File: config.mk
export PLATFORM = sky130hd
export DESIGN_NAME = mem_port_arbiter
export DESIGN_NICKNAME = d
export VERILOG_FILES = /design/src/rtl/mem_arb_pkg.sv /design/src/rtl/mem_arb_pick.sv /design/src/rtl/mem_port_arbiter.sv
export SDC_FILE = /design/constraint.sdc
export NUM_CORES = 1
export LEC_CHECK = 0
export BUFFER_PORTS_ARGS = -buffer_cell sky130_fd_sc_hd__buf_4
export CAP_MARGIN = 20
export CORE_ASPECT_RATIO = 1.5
export CORE_MARGIN = 10
export CORE_UTILIZATION = 44
export CTS_CLUSTER_DIAMETER = 80
export DETAILED_ROUTE_END_ITERATION = 10
export PLACE_DENSITY = 0.87
export SETUP_SLACK_MARGIN = 0.2
export SYNTH_ARGS = -nofsm -noshare
export SYNTH_HDL_FRONTEND = slang
export SYNTH_SLANG_ARGS = --single-unit
export TNS_END_PERCENT = 1
File: constraint.sdc
create_clock -name clk -period 2.4 [get_ports clk]
set_clock_uncertainty 0.15 [all_clocks]
set_input_delay 0.24 -clock clk [delete_from_list [all_inputs] [get_ports clk]]
set_output_delay 0.24 -clock clk [all_outputs]
set_load 0.01 [all_outputs]
File: src/rtl/mem_arb_pkg.sv
// mem_arb_pkg: shared state/owner types and default sizing for the memory port arbiter.
package mem_arb_pkg;
  typedef enum logic [1:0] {IDLE, ACCESS, RESP} state_t;
  typedef enum logic {OWN_IF, OWN_DM} owner_t;
  localparam int DEF_ADDR_W = 32;
  localparam int DEF_DATA_W = 32;
  localparam int DEF_TIMEOUT = 16;
endpackage

File: src/rtl/mem_arb_pick.sv
// mem_arb_pick: combinational tie-break; a tie goes to the requester that did not own the port last.
module mem_arb_pick
  import mem_arb_pkg::*;
(
  input  logic   if_req,
  input  logic   dm_req,
  input  owner_t last_owner,
  output owner_t own,
  output logic   vld
);
  assign vld = if_req | dm_req;
  assign own = (if_req && dm_req) ? ((last_owner == OWN_IF) ? OWN_DM : OWN_IF)
             : (dm_req ? OWN_DM : OWN_IF);
endmodule

File: src/rtl/mem_port_arbiter.sv
// mem_port_arbiter: shares one memory port between fetch and data requesters.
// Define MEM_ARB_RR_EN for round-robin tie-break; otherwise data always wins a tie.
module mem_port_arbiter
  import mem_arb_pkg::*;
#(
  parameter int ADDR_W  = DEF_ADDR_W,
  parameter int DATA_W  = DEF_DATA_W,
  parameter int TIMEOUT = DEF_TIMEOUT
) (
  input  logic              clk,
  input  logic              rst,
  input  logic              if_req,
  input  logic [ADDR_W-1:0] if_addr,
  output logic              if_gnt,
  output logic              if_done,
  input  logic              dm_req,
  input  logic              dm_we,
  input  logic [ADDR_W-1:0] dm_addr,
  input  logic [DATA_W-1:0] dm_wdata,
  output logic              dm_gnt,
  output logic              dm_done,
  output logic [DATA_W-1:0] rdata,
  output logic              err,
  output logic              mem_en,
  output logic              mem_we,
  output logic [ADDR_W-1:0] mem_addr,
  output logic [DATA_W-1:0] mem_wdata,
  input  logic [DATA_W-1:0] mem_rdata,
  input  logic              mem_ready,
  output logic              busy
);
  state_t state_q, state_d;
  owner_t owner_q, owner_d, pick_own, last_owner;
  logic pick_vld;
  logic if_gnt_q, if_gnt_d, dm_gnt_q, dm_gnt_d, if_done_q, if_done_d, dm_done_q, dm_done_d;
  logic mem_en_q, mem_en_d, mem_we_q, mem_we_d, err_q, err_d, busy_q, busy_d;
  logic [ADDR_W-1:0] mem_addr_q, mem_addr_d;
  logic [DATA_W-1:0] mem_wdata_q, mem_wdata_d, rdata_q, rdata_d;
  logic [7:0] cnt_q, cnt_d;
  mem_arb_pick u_pick (
    .if_req(if_req), .dm_req(dm_req), .last_owner(last_owner), .own(pick_own), .vld(pick_vld)
  );
`ifdef MEM_ARB_RR_EN
  owner_t last_owner_q, last_owner_d;
  always_comb last_owner_d = (state_q == IDLE && pick_vld) ? pick_own : last_owner_q;
  always_ff @(posedge clk) last_owner_q <= rst ? OWN_IF : last_owner_d;
  assign last_owner = last_owner_q;
`else
  // Pretending fetch always owned last makes every tie go to data.
  assign last_owner = OWN_IF;
`endif
  always_comb begin
    state_d = state_q;
    owner_d = owner_q;
    cnt_d = cnt_q;
    mem_en_d = mem_en_q;
    mem_we_d = mem_we_q;
    mem_addr_d = mem_addr_q;
    mem_wdata_d = mem_wdata_q;
    rdata_d = rdata_q;
    err_d = err_q;
    if_gnt_d = 1'b0;
    dm_gnt_d = 1'b0;
    if_done_d = 1'b0;
    dm_done_d = 1'b0;
    if (state_q == IDLE && pick_vld) begin
      state_d = ACCESS;
      owner_d = pick_own;
      cnt_d = 8'd1;
      mem_en_d = 1'b1;
      mem_we_d = (pick_own == OWN_DM) && dm_we;
      mem_addr_d = (pick_own == OWN_DM) ? dm_addr : if_addr;
      mem_wdata_d = (pick_own == OWN_DM) ? dm_wdata : '0;
      if_gnt_d = pick_own == OWN_IF;
      dm_gnt_d = pick_own == OWN_DM;
    end else if (state_q == ACCESS && (mem_ready || cnt_q == 8'(TIMEOUT))) begin
      // A ready on the timeout cycle still counts as a successful access.
      state_d = RESP;
      mem_en_d = 1'b0;
      mem_we_d = 1'b0;
      rdata_d = mem_ready ? mem_rdata : '0;
      err_d = !mem_ready;
      if_done_d = owner_q == OWN_IF;
      dm_done_d = owner_q == OWN_DM;
    end else if (state_q == ACCESS) begin
      cnt_d = cnt_q + 8'd1;
    end else if (state_q == RESP) begin
      state_d = IDLE;
    end
    busy_d = state_d != IDLE;
  end
  always_ff @(posedge clk) begin
    if (rst) begin
      state_q <= IDLE;
      owner_q <= OWN_IF;
      cnt_q <= '0;
      if_gnt_q <= 1'b0;
      dm_gnt_q <= 1'b0;
      if_done_q <= 1'b0;
      dm_done_q <= 1'b0;
      mem_en_q <= 1'b0;
      mem_we_q <= 1'b0;
      mem_addr_q <= '0;
      mem_wdata_q <= '0;
      rdata_q <= '0;
      err_q <= 1'b0;
      busy_q <= 1'b0;
    end else begin
      state_q <= state_d;
      owner_q <= owner_d;
      cnt_q <= cnt_d;
      if_gnt_q <= if_gnt_d;
      dm_gnt_q <= dm_gnt_d;
      if_done_q <= if_done_d;
      dm_done_q <= dm_done_d;
      mem_en_q <= mem_en_d;
      mem_we_q <= mem_we_d;
      mem_addr_q <= mem_addr_d;
      mem_wdata_q <= mem_wdata_d;
      rdata_q <= rdata_d;
      err_q <= err_d;
      busy_q <= busy_d;
    end
  end
  assign if_gnt = if_gnt_q;
  assign dm_gnt = dm_gnt_q;
  assign if_done = if_done_q;
  assign dm_done = dm_done_q;
  assign mem_en = mem_en_q;
  assign mem_we = mem_we_q;
  assign mem_addr = mem_addr_q;
  assign mem_wdata = mem_wdata_q;
  assign rdata = rdata_q;
  assign err = err_q;
  assign busy = busy_q;
endmodule

; Word-level counts from Yosys, hierarchy flattened
; Index checks and enable logic that the tools add are counted.
[word_totals]
inputBits = 134
register_bits = 115
wordCells = 56
[op_classes]
reduce_logical = 16
n_bitwise = 5
mux = 15
addsub = 1
n_eq_ne = 4
[op_table]
columns = operator, n
row1 = 32-bit 2-to-1 mux, 3
row2 = "8-bit by 1-bit adder with 8-bit output, second input constant", 1
row3 = "8-bit by 5-bit == test with 1-bit output, second input constant", 1
row4 = 1-bit 2-to-1 mux, 8
row5 = 2-bit 2-to-1 mux, 4
row6 = 2-bit AND reduction, 3
row7 = 2-bit nonzero test, 3
row8 = 1-bit logical AND, 4
row9 = 1-bit inverter, 4
row10 = 2-bit OR reduction, 2
row11 = 3-bit OR reduction, 1
row12 = "2-bit by 1-bit == test with 1-bit output, second input constant", 1
row13 = "2-bit == test, second input constant", 1
row14 = 2-bit logical NOT, 1
row15 = "2-bit != test, second input constant", 1
row16 = 1-bit logical NOT, 1
row17 = 1-bit logical OR, 1
row18 = 1-bit bitwise OR, 1

; Longest topological paths before layout
; Gate-level depths: netlist of the first run.
[depth]
ltp_word = 6
ltp_mapped = 7
depth_no_buf = 6

; Modules after synthesis
; A second synthesis of the first run with hierarchy kept.
[hier_totals]
hier_cells = 338
hier_area_um2 = 4095.2
[by_module_without_submodules]
columns = mod, n_inst, seq_area_each_um2, area_each_um2, cells_per_inst
row1 = mem_port_arbiter, 1, 2302.2, 4081.4, 336
row2 = mem_arb_pick, 1, 0.0, 13.8, 2

; Worst setup path before layout of the first run
; Ideal clock, no wire load.
[synth_path]
path_type = reg2reg
startpoint = reg cnt_q[0]
endpoint = reg rdata_q[10] (netlist: rdata[10])
slack_ns = 0.719
arrival_time_ns = 1.473
synth_period_minus_slack_ns = 1.681
t_required_ns = 2.191
setup_ns = 0.059
path_buffers = 1
path_stages_with_launch = 8
path_cell_list = dfxtp_1 > inv_1 > ha_1 > nor4bb_4 > a21o_4 > a21oi_4 > buf_6 > a22o_1
[synth_via]
elab_chain_len = 4
[synth_lines]
columns = item, line_no
row1 = start: declaration, mem_port_arbiter.sv:39  ; logic [7:0] cnt_q, cnt_d;
row2 = start signal: assignment, mem_port_arbiter.sv:111  ; cnt_q <= cnt_d;
row3 = 8-bit by 5-bit == test with 1-bit output, mem_port_arbiter.sv:76  ; end else if (state_q == ACCESS && (mem_ready || cnt_q == 8'(TIMEOUT))) begin
row4 = 1-bit logical OR, mem_port_arbiter.sv:76
row5 = 1-bit logical AND, mem_port_arbiter.sv:76
row6 = 2-bit AND reduction (no line), --
row7 = end signal: assignment, mem_port_arbiter.sv:120  ; rdata_q <= rdata_d;
row8 = end: declaration, mem_port_arbiter.sv:38  ; logic [DATA_W-1:0] mem_wdata_q, mem_wdata_d, rdata_q, rdata_d;
; Every way passes these cells.
; A chain may end at the register's enable or synchronous reset.

; Final worst setup path of the first run
[layout_path]
startpoint = reg state_q[0]
endpoint = reg mem_addr_q[2] (netlist: mem_addr[2])
[layout_via]
elab_chain_len = 2
[layout_lines]
columns = item, line_no
row1 = start: declaration, mem_port_arbiter.sv:32  ; state_t state_q, state_d;
row2 = start signal: assignment, mem_port_arbiter.sv:109  ; state_q <= state_d;
row3 = 2-bit logical NOT, mem_port_arbiter.sv:66  ; if (state_q == IDLE && pick_vld) begin
row4 = 1-bit logical AND, mem_port_arbiter.sv:66
row5 = end signal: assignment, mem_port_arbiter.sv:118  ; mem_addr_q <= mem_addr_d;
row6 = end: declaration, mem_port_arbiter.sv:37  ; logic [ADDR_W-1:0] mem_addr_q, mem_addr_d;
; Every way passes these cells.

==> flow_metrics.env, run 1 <==
export IMPL_cts_root_buf="clkbuf_16"
export IMPL_ys_async_sr_fraction=0
export IMPL_relSlewSlack=0.467
export IMPL_wl_per_cell_um=20.7
export IMPL_clk_pin_slew_ns=0.05
export IMPL_ios=238
export IMPL_syn2layout_area_growth_pct=87.9
export IMPL_rsz0062_at_grt="no"
export IMPL_clock_fmax_mhz=499
export IMPL_postRouteAntennaNets=0
export IMPL_hold_depth=3
export IMPL_max_cap_violations=0
export IMPL_regArea_um2=2300
export IMPL_first_iter_violations=185
export IMPL_final_cells=851
export IMPL_crit_end="mem_addr[2]"
export IMPL_synth_fp_nets=508
export IMPL_core_area_um2=9200
export IMPL_grt_max_degree=39
export IMPL_drc=0
export IMPL_grt_pass1_wl_um=27400
export IMPL_ir_worst_vdd_v=0.000594
export IMPL_r2r_end="mem_addr[2]"
export IMPL_hold_path_class="primary input to flop"
export IMPL_gp_congestion=0.825
export IMPL_synth_top_cell_area_share=0.557
export IMPL_finalMaxSlewViolations=0
export IMPL_synth_seq_cells=115
export IMPL_post_cts_buffers=0
export IMPL_post_route_min_period_ns=2.00
export IMPL_grt_pass1_vias=5050
export IMPL_arrival_ns=2.15
export IMPL_nets=861
export IMPL_die_h_um=139
export IMPL_drive_gt1_frac=0.382
export IMPL_outcome="completed"
export IMPL_setup_worst_path_start_class="flop"
export IMPL_dpl_hpwl_um=10400
export IMPL_seq_area_frac_synth=0.557
export IMPL_cts_inserted_buffers=17
export IMPL_synth_edf_count=0
export IMPL_h_tree_depth=4
export IMPL_critical_path_startpoint="state_q[0]"
export IMPL_dp_cells=699
export IMPL_finalCritPeriodShare=0.835
export IMPL_cts_tree="done"
export IMPL_grt_overflow=0
export IMPL_antenna_found_initial=1
export IMPL_finalSetupViolCount=0
export IMPL_grt_total_usage=0.247
export IMPL_p_per_area_nw_per_um2=780
export IMPL_crit_type="flop to flop"
export IMPL_via_count=4419
export IMPL_syn_inst=372
export IMPL_worst_pin_slew_ns=0.799
export IMPL_netlist_top_cell_by_area="dfxtp_1"
export IMPL_r2r_slack_ns=0.40
export IMPL_cp_max_fo=38
export IMPL_clk_path_buf_depth=2
export IMPL_required_ns=2.55
export IMPL_dieWidth_um=99.1
export IMPL_synthFlopType="dfxtp_1"
export IMPL_drt_pass1_iter_count=4
export IMPL_total_power_uw=6050
export IMPL_numClockSinks=115
export IMPL_wirelength_um=17600
export IMPL_synth_warnings=0
export IMPL_io_buffers=237
export IMPL_multi_input_area_um2=1630
export IMPL_synth_area_leaders="dfxtp_1 56%, a22o_1 14%, mux2i_1 8.5%"
export IMPL_insertion_delay_ns=0.40
export IMPL_power_leakage_uw=0.00365
export IMPL_endpoint_kind="flop"
export IMPL_ys_types=38
export IMPL_design_area_um2=7760
export IMPL_dieArea_um2=13700
export IMPL_synth_cell_area_um2=4130
export IMPL_routed_via_density=5.19
export IMPL_fillCellCount=444
export IMPL_start_util=0.449
export IMPL_avgSynthCellArea_um2=11.1
export IMPL_hold_viol=0
export IMPL_postPlaceCellArea_um2=5930
export IMPL_r2r_cells=4
export IMPL_rows=43
export IMPL_timing_rr_start="state_q[0]"
export IMPL_tns_ns=0
## per-stage QoR
step	hold slack, ns	utilization	worst slack [ns]
4_1_cts	0.000422	0.844	0.440
3_3_place_gp	0.279	0.644	0.549
3_5_place_dp	0.294	0.644	0.475
2_1_floorplan	0.212	-	0.719
5_1_grt	0.00830	0.844	0.271
6_report	0.0148	0.844	0.396
## worst max-delay path, cell delays in order (launching register included)
cell	delay, ns
dfxtp_1	0.53
o31a_2	0.74
buf_12	0.27
nand2_1	0.09
o21ai_0	0.10
## placed cells by master, fill, tap and decap left out, types with 4 or more instances in the layout
cell / netlist / layout
mux2i_1: 35 / 35
dlygate4sd3_1: 0 / 119
nand2_1: 44 / 44
a22o_1: 65 / 65
dfxtp_1: 115 / 115
buf_4: 1 / 242
clkbuf_16: 0 / 17
bufinv_16: 0 / 5
o21ai_0: 34 / 34
xnor2_1: 5 / 5
inv_1: 4 / 4
clkbuf_1: 8 / 4
nor3_1: 4 / 4
nor2_1: 8 / 8
## flip-flops by register name, summed over array words and instances, names as in the netlist
register,cells
dm_gnt,1
state_q,2
busy,1
mem_wdata,32
if_done,1
mem_addr,32
mem_we,1
dm_done,1
owner_q,1
err,1
if_gnt,1
mem_en,1
cnt_q,8
rdata,32
## Yosys cell counts, types with 2 or more instances
cell / instances
dfxtp_1: 115
nand2_1: 44
a21oi_1: 2
mux2i_1: 35
ha_1: 2
nor2_1: 8
buf_6: 8
and3_1: 2
xnor2_1: 5
inv_1: 4
nand2b_1: 2
o21ai_0: 34
a22o_1: 65
buf_2: 11
clkbuf_1: 8
nor4_1: 2
nor3_1: 4
## cell type report
class | instances | area share
timing repair buffer | 362 | 0.390
clock buffer | 23 | 0.0603
clock inverter | 9 | 0.0227
inverter | 4 | 0.00193
antenna | 1 | 0.000322
tap | 112 | 0.0180
sequential | 115 | 0.296
multi-input combinational | 225 | 0.210
## layer usage
metal	global-route usage	wire [um]
met5	0	0
met4	0.132	744
met3	0.0868	1320
met2	0.452	9670
met1	0.230	5890
## timing repair
action | in CTS | in global routing
resized for setup | 0 | 0
endpoints found under the hold margin | 93 | 0
hold buffers | 119 | 0
## where the power goes
part | total [uW] | switching (uW) | internal [uW]
clock | 2760 | 863 | 1900
sequential | 2200 | 117 | 2080
combinational | 1090 | 474 | 619
## cell families (layout without fill, tap and decap cells)
logic type,after synthesis,after routing,share of synthesized area
multiplexers,35,35,0.0848
adder cells (fa/ha/maj),2,2,0.00606
XOR/XNOR,5,5,0.0106
flip-flops,115,115,0.557
buffers and inverters,32,398,0.0478
AO/OA/AOI/OAI,108,108,0.200
AND/OR/NAND/NOR,75,75,0.0939
other,0,1,0
## how the worst min path moves through the flow
stage                  from           end  slack, ns
2_1_floorplan         dm_we        mem_we       0.21
3_3_place_gp        owner_q       if_done       0.28
3_5_place_dp   mem_addr[31]  mem_addr[31]       0.29
4_1_cts         dm_addr[30]  mem_addr[30]     0.0004
5_1_grt         dm_addr[15]  mem_addr[15]      0.008
6_report        dm_addr[30]  mem_addr[30]       0.01
(Power assumes the default switching activity.)
==> run 2: changes to the inputs <==
--- a/config.mk
+++ b/config.mk
@@ -9,10 +9,10 @@
 export CAP_MARGIN = 20
 export CORE_ASPECT_RATIO = 1.5
 export CORE_MARGIN = 10
-export CORE_UTILIZATION = 44
+export CORE_UTILIZATION = 39
 export CTS_CLUSTER_DIAMETER = 80
 export DETAILED_ROUTE_END_ITERATION = 10
-export PLACE_DENSITY = 0.87
+export PLACE_DENSITY = 0.82
 export SETUP_SLACK_MARGIN = 0.2
 export SYNTH_ARGS = -nofsm -noshare
 export SYNTH_HDL_FRONTEND = slang
==> constraint.sdc (replaced) <==
create_clock -name clk -period 1.68 [get_ports clk]
set_clock_uncertainty 0.15 [all_clocks]
set_input_delay 0.168 -clock clk [delete_from_list [all_inputs] [get_ports clk]]
set_output_delay 0.168 -clock clk [all_outputs]
set_load 0.01 [all_outputs]
==> flow_metrics.env, run 2 (synthesis results as in run 1) <==
export IMPL_io_buffers=237
export IMPL_tns_ns=-0.820
export IMPL_drive_gt1_frac=0.446
export IMPL_finalMaxSlewViolations=0
export IMPL_cts_inserted_buffers=17
export IMPL_cp_max_fo=17
export IMPL_antenna_found_initial=4
export IMPL_clock_fmax_mhz=574
export IMPL_first_iter_violations=140
export IMPL_relSlewSlack=0.712
export IMPL_core_area_um2=10500
export IMPL_routed_via_density=5.04
export IMPL_power_leakage_uw=0.00390
export IMPL_max_cap_violations=0
export IMPL_clk_path_buf_depth=2
export IMPL_wirelength_um=18200
export IMPL_finalSetupViolCount=19
export IMPL_hold_path_class="primary input to flop"
export IMPL_rows=46
export IMPL_gp_congestion=0.779
export IMPL_dieWidth_um=104
export IMPL_postRouteAntennaNets=0
export IMPL_syn2layout_area_growth_pct=102
export IMPL_violations="setup timing"
export IMPL_endpoint_kind="flop"
export IMPL_post_route_min_period_ns=1.74
export IMPL_worst_slack_ns=-0.0616
export IMPL_layout_common_cells="252 x buf_4, 127 x dlygate4sd3_1, 113 x dfxtp_1, 65 x a22o_1, 33 x mux2i_1"
export IMPL_worst_pin_slew_ns=0.431
export IMPL_arrival_ns=1.88
export IMPL_h_tree_depth=4
export IMPL_start_util=0.394
export IMPL_grt_total_usage=0.224
export IMPL_setup_worst_path_start_class="flop"
export IMPL_path_cells="inv_2 > ha_4 > nor4bb_4 > a21o_4 > buf_6 > a21oi_4 > buf_12 > a22o_1"
export IMPL_drt_pass1_iter_count=4
export IMPL_grt_max_degree=38
export IMPL_cts_root_buf="clkbuf_16"
export IMPL_final_common_cell="buf_4"
export IMPL_p_per_area_nw_per_um2=1060
export IMPL_finalCritPeriodShare=1.04
export IMPL_required_ns=1.82
export IMPL_cts_tree="done"
export IMPL_r2r_cells=8
export IMPL_slowest_stage="dfxtp_2"
export IMPL_drc=0
export IMPL_grt_pass1_wl_um=27100
export IMPL_die_h_um=146
export IMPL_dieArea_um2=15200
export IMPL_final_util=0.798
export IMPL_ios=238
export IMPL_numClockSinks=115
export IMPL_clk_pin_slew_ns=0.05
export IMPL_ir_worst_vdd_v=0.000739
export IMPL_dp_slack_ns=-0.381
export IMPL_outcome="finished with violations"
export IMPL_wl_per_cell_um=19.9
export IMPL_via_count=4618
export IMPL_crit_type="flop to flop"
export IMPL_dpl_hpwl_um=10600
export IMPL_rsz0062_at_grt="yes"
export IMPL_nets=893
export IMPL_crit_path_max_incr_delay_ns=0.32
export IMPL_hold_depth=4
export IMPL_grt_overflow=0
export IMPL_insertion_delay_ns=0.40
export IMPL_hold_viol=0
export IMPL_grt_pass1_vias=5114
## run 2: worst paths after layout
kind | from | end | slack, ns
worst min-delay path | mem_ready | cnt_q[1] | 0.05
worst min register to register | mem_addr[28] | mem_addr[28] | 0.30
worst max-delay path | cnt_q[0] | rdata[23] | -0.06
worst max register to register | cnt_q[0] | rdata[23] | -0.06
## run 2: layout make-up
cell class | count | area (um2)
timing repair buffer | 392 | 3370
sequential | 115 | 2300
fill | 589 | 2120
multi-input combinational | 227 | 1820
clock buffer | 19 | 453
clock inverter | 12 | 204
tap | 144 | 180
inverter | 4 | 15.0
antenna | 4 | 10.0
## run 2: per-stage QoR
| stage | power [uW] | cell area [um2] | std cells | hold slack [ns] |
|---|---|---|---|---|
| 4_1_cts | 8790 | 8170 | 909 | 0.0105 |
| 6_report | 8890 | 8360 | 917 | 0.0472 |
| 5_1_grt | 9190 | 8360 | 917 | 0.0553 |
| 3_5_place_dp | 4510 | 6130 | 744 | 0.239 |
| 3_3_place_gp | 4460 | 6130 | 744 | 0.227 |
| 2_1_floorplan | 3730 | 4160 | 372 | 0.140 |
## run 2: timing repair
item,in CTS,in global routing
hold endpoints to repair,98,0
setup endpoints to repair,108,111
pin swaps,22,48
buffers inserted,3,3
gates cloned,1,1
hold buffers,130,0
gates resized for setup,9,47
## run 2: report_power, final
group,leakage (uW),switching (uW),internal (uW),total [uW]
logic,0.00265,773,1010,1790
clock network,0.000312,1260,2710,3970
registers,0.000941,160,2980,3140
## run 2: per-layer routing
layer,GRT usage,routed length (um),vias to the layer above
met1,0.201,6050,2228
met5,0,0,-
met3,0.0744,1070,57
met4,0.129,827,0
met2,0.423,10300,214
li1,-,-,2119
## run 2: worst max-delay path, delay by kind of cell (launching register included)
kind | cells | cell delay [ns]
AOI/OAI and AO/OA | 3 | 0.45
adders and majority gates | 1 | 0.12
buffers and inverters | 3 | 0.33
DFF | 1 | 0.32
and+or+nand+nor | 1 | 0.25
